==> config.mk <==
export PLATFORM = sky130hd
export DESIGN_NAME = vote_sequencer
export DESIGN_NICKNAME = d
export VERILOG_FILES = /design/src/rtl/vote_sequencer.sv
export SDC_FILE = /design/constraint.sdc
export NUM_CORES = 1
export LEC_CHECK = 0
export CORE_UTILIZATION = 30
export CTS_CLUSTER_DIAMETER = 30
export DETAILED_ROUTE_END_ITERATION = 6
export PLACE_DENSITY = 0.57
export SLEW_MARGIN = 30
export SYNTH_ARGS = -nofsm -noshare
export SYNTH_HDL_FRONTEND = slang
export SYNTH_SLANG_ARGS = --single-unit
==> constraint.sdc <==
create_clock -name clk -period 1.9 [get_ports clk]
set_input_delay 0.38 -clock clk [delete_from_list [all_inputs] [get_ports clk]]
set_output_delay 0.38 -clock clk [all_outputs]
set_load 0.05 [all_outputs]
==> src/rtl/vote_sequencer.sv <==
// Three-voter ballot collector: gathers up to three ballots per round, then
// registers their bitwise majority along with dissent and missing-voter flags.
module vote_sequencer #(
    parameter int WIDTH   = 4,
    parameter int TIMEOUT = 16
) (
    input  logic             clk,
    input  logic             rst,
    input  logic             start,
    input  logic [2:0]       vld,
    input  logic [WIDTH-1:0] A,
    input  logic [WIDTH-1:0] B,
    input  logic [WIDTH-1:0] C,
    output logic [2:0]       ack,
    output logic             busy,
    output logic [WIDTH-1:0] O,
    output logic             O_valid,
    output logic             dissent,
    output logic [2:0]       missing
);

    typedef enum logic [1:0] {
        IDLE    = 2'd0,
        COLLECT = 2'd1,
        VOTE    = 2'd2
    } state_t;

    localparam logic [7:0] TIMER_LAST = 8'(TIMEOUT - 1);

    state_t           state;
    state_t           state_next;
    logic [7:0]       timer;
    logic [2:0]       captured;
    logic [2:0]       take;
    logic             all_in;
    logic             timeout_hit;
    logic [WIDTH-1:0] a_q;
    logic [WIDTH-1:0] b_q;
    logic [WIDTH-1:0] c_q;
    logic [WIDTH-1:0] a_op;
    logic [WIDTH-1:0] b_op;
    logic [WIDTH-1:0] c_op;

    assign busy = (state != IDLE);

    // Absent voters take part in the vote as all-zero operands.
    assign a_op = captured[0] ? a_q : '0;
    assign b_op = captured[1] ? b_q : '0;
    assign c_op = captured[2] ? c_q : '0;

    always_ff @(posedge clk) begin
        if (rst) begin
            state <= IDLE;
        end else begin
            state <= state_next;
        end
    end

    always_comb begin
        state_next  = state;
        take        = 3'b000;
        all_in      = 1'b0;
        timeout_hit = 1'b0;
        case (state)
            IDLE: begin
                if (start) begin
                    state_next = COLLECT;
                end
            end
            COLLECT: begin
                take        = vld & ~captured;
                all_in      = &(captured | take);
                timeout_hit = (timer == TIMER_LAST);
                if (all_in || timeout_hit) begin
                    state_next = VOTE;
                end
            end
            VOTE: begin
                state_next = IDLE;
            end
            default: begin
                state_next = IDLE;
            end
        endcase
    end

    // ack echoes exactly the voters captured on the previous edge.
    always_ff @(posedge clk) begin
        if (rst) begin
            timer    <= '0;
            captured <= '0;
            ack      <= '0;
            a_q      <= '0;
            b_q      <= '0;
            c_q      <= '0;
            O        <= '0;
            O_valid  <= 1'b0;
            dissent  <= 1'b0;
            missing  <= '0;
        end else begin
            ack     <= take;
            O_valid <= 1'b0;
            case (state)
                IDLE: begin
                    if (start) begin
                        timer    <= '0;
                        captured <= '0;
                    end
                end
                COLLECT: begin
                    timer    <= timer + 8'd1;
                    captured <= captured | take;
                    if (take[0]) a_q <= A;
                    if (take[1]) b_q <= B;
                    if (take[2]) c_q <= C;
                end
                VOTE: begin
                    O       <= (a_op & b_op) | (a_op & c_op) | (b_op & c_op);
                    dissent <= (a_op != b_op) | (a_op != c_op);
                    missing <= ~captured;
                    O_valid <= 1'b1;
                end
                default: begin
                end
            endcase
        end
    end

endmodule

==> run_results.csv <==
group,metric,value,unit
route,vias,1422,
final_layout,final_cell_mix,"37 x dfxtp_1, 29 x clkdlybuf4s50_1, 24 x nor2_1",
power_and_ir_drop,power_density,737,mW/mm^2
clock_tree,cts_hold_buf,0,
clock_tree,clock_latency,0.28,ns
global_route,grt_pass1_wl,6.51,mm
yosys,syn_nets,215,
outcome,outcome,"finished clean",
worst_hold_path,min_to,"missing[2]",
setup_path,cp.depth,1,
global_route,antenna_found_initial,0,
setup_path,critPathTopFamily,"buffers and inverters",
timing,finClkSkew,0.00440,ns
final_layout,mostFrequentLayoutCell,"dfxtp_1",
final_layout,drive_above_1_share,0.101,
setup_path,crit_start,"O[3]",
clock_tree,clock_sinks,37,
floorplanning,start_util,0.314,
job,maxCapViolCount,0,
timing,rsz0062_at_grt,"false",
yosys,ys_warn_count,0,
clock_tree,ctsLongestPathBuffers,2,
route,drt-initial-drc-count,85,
setup_path,reg2reg_to,"dissent",
timing,final.period_utilization,0.954,
global_route,grt_overflow,0,
setup_path,crit_fanout,2,
yosys,synth_cell_type_count,42,
placement,place_congestion,0.824,
placement,dp_hpwl,2.73,mm
floorplanning,floorplan.die_area,0.00615,sq mm
floorplanning,fp-row-count,27,
yosys,async_flop_share,0,
floorplanning,coreArea,0.00557,sq mm
setup_path,worst_setup_path_end_kind,"primary output",
setup_path,start_kind,"flop",
clock_tree,cts_tree,"done",
clock_tree,post_cts_resized,0,
setup_path,path_class,"reg2out",
clock_tree,cts_buffers,5,
clock_tree,cts_setup_buffers,0,
setup_path,arrival,1.43,ns
timing,slew_headroom,0.656,
yosys,syn_area,0.00175,sq mm
global_route,grt_usage,0.137,
yosys,synth.avg_cell_area,9.32,sq um
floorplanning,die_w,78.4,um
timing,min_period,1.81,ns
final_layout,n_antenna_cell,0,
route,drc,0,
timing,worstMarginPinSlew,0.514,ns
worst_hold_path,hold_depth,2,
setup_path,critical-path-slowest-cell,"clkdlybuf4s50_1",
timing,setup_violations,0,
route,ant_nets,0,
setup_path,worstReg2RegStart,"captured[0]",
setup_path,r2r_slack,0.36,ns
setup_path,path_buf_inv,1,
yosys,netlist_instances,188,
clock_tree,clkTransAtPathRegs,0.07,ns
final_layout,nets,245,
setup_path,path_cells,"clkdlybuf4s50_1",
timing,clock.fmax,551,MHz
yosys,synth-edff-count,0,
route,routed_via_density,4.90,
floorplanning,die_h,78.4,um
global_route,grt_pass1_vias,1335,
placement,dp_slack,0.129,ns
final_layout,syn_to_final_growth,26.7,%
setup_path,ff2ff_path_depth,4,
placement,port_buffers,30,
worst_hold_path,hp-class,"reg2reg",
floorplanning,io_pins,31,
power_and_ir_drop,leakage,0.834,nW
clock_tree,root_buffer,"clkbuf_8",
timing,tns,0,ns
worst_hold_path,min-delay-start,"missing[2]",
yosys,ys_ff_latch,37,
clock_tree,cts.htree.levels,2,
global_route,grt_start_max_net_pins,39,
setup_path,slowest_delay,0.80,ns
setup_path,cp.required,1.52,ns
route,drtPass1Iterations,5,
yosys,ys_seq_area_frac,0.423,
timing,slew_violations,0,
timing,fin_ws,0.0865,ns
yosys,synthFlopType,"dfxtp_1",
route,drt_wl_total,3.84,mm
power_and_ir_drop,ir_drop,276,uV
timing,report.final.hold_viol_count,0,
route,wl_per_cell,13.2,um
[registers in the layout, indices dropped and copies added, names as in the netlist]
signal / cells
O: 4
O_valid: 1
a_q: 4
ack: 3
b_q: 4
c_q: 4
captured: 3
dissent: 1
missing: 3
state: 2
timer: 8
[how the worst max path moves through the flow]
stage / slack, ns / endpoint
global route: 0.03 / dissent
finish: 0.09 / O[3]
floorplan: 0.46 / dissent
detailed placement: 0.13 / a_q[3]
CTS: 0.08 / O[1]
global placement: 0.13 / a_q[3]
[where the power goes]
part	switching (mW)	total (mW)	internal [mW]	leakage, nW
clock	0.260	0.547	0.288	0.0443
combinational	0.132	0.254	0.122	0.489
sequential	0.0293	0.836	0.806	0.300
[cells in the mapped netlist (all sizes together), types with 4 or more instances]
cell    count  area share
nor3        7       0.020
nor2b       4       0.014
a21oi      11       0.036
buf         9       0.033
nand4       4       0.018
a211oi      8       0.034
and2       12       0.043
nand2b      4       0.014
clkbuf      6       0.019
nor2       24       0.051
dfxtp      37        0.42
mux2i      13       0.074
ha          9       0.064
nand3       4       0.011
nand2       7       0.015
[through the flow]
step / hold WS (ns) / utilization / area, sq um / std cells / total power [mW]
after global placement: 0.456 / 0.383 / 2130 / 283 / 1.11
final: 0.459 / 0.398 / 2220 / 290 / 1.64
after floorplan: 0.452 / - / 1750 / 188 / 1.01
after global routing: 0.508 / 0.398 / 2220 / 290 / 1.72
after detailed placement: 0.453 / 0.383 / 2130 / 283 / 1.11
after CTS: 0.463 / 0.398 / 2220 / 290 / 1.66
[metal layers]
metal	vias up	GRT usage	wire length, um
li1	727	-	-
met5	-	0	0
met4	0	0.0667	70
met3	7	0.0302	176
met2	32	0.201	1640
met1	656	0.189	1950
[final cells by class]
class                      count  area [sq um]
multi-input combinational    135           917
sequential                    37           741
clock buffer                   7          86.3
inverter                       1          3.75
fill                         572          3350
tap                           72          90.1
timing repair buffer          38           383
[cell families (layout without fill, tap and decap cells)]
group,count (synthesis),count (layout),synth area share
buffers and inverters,16,46,0.0542
and+or+nand+nor,82,82,0.263
adders and majority gates,9,9,0.0642
muxes,13,13,0.0742
DFF,37,37,0.423
AOI/OAI and AO/OA,31,31,0.122
Note: power is estimated with default switching activity, not from simulation.
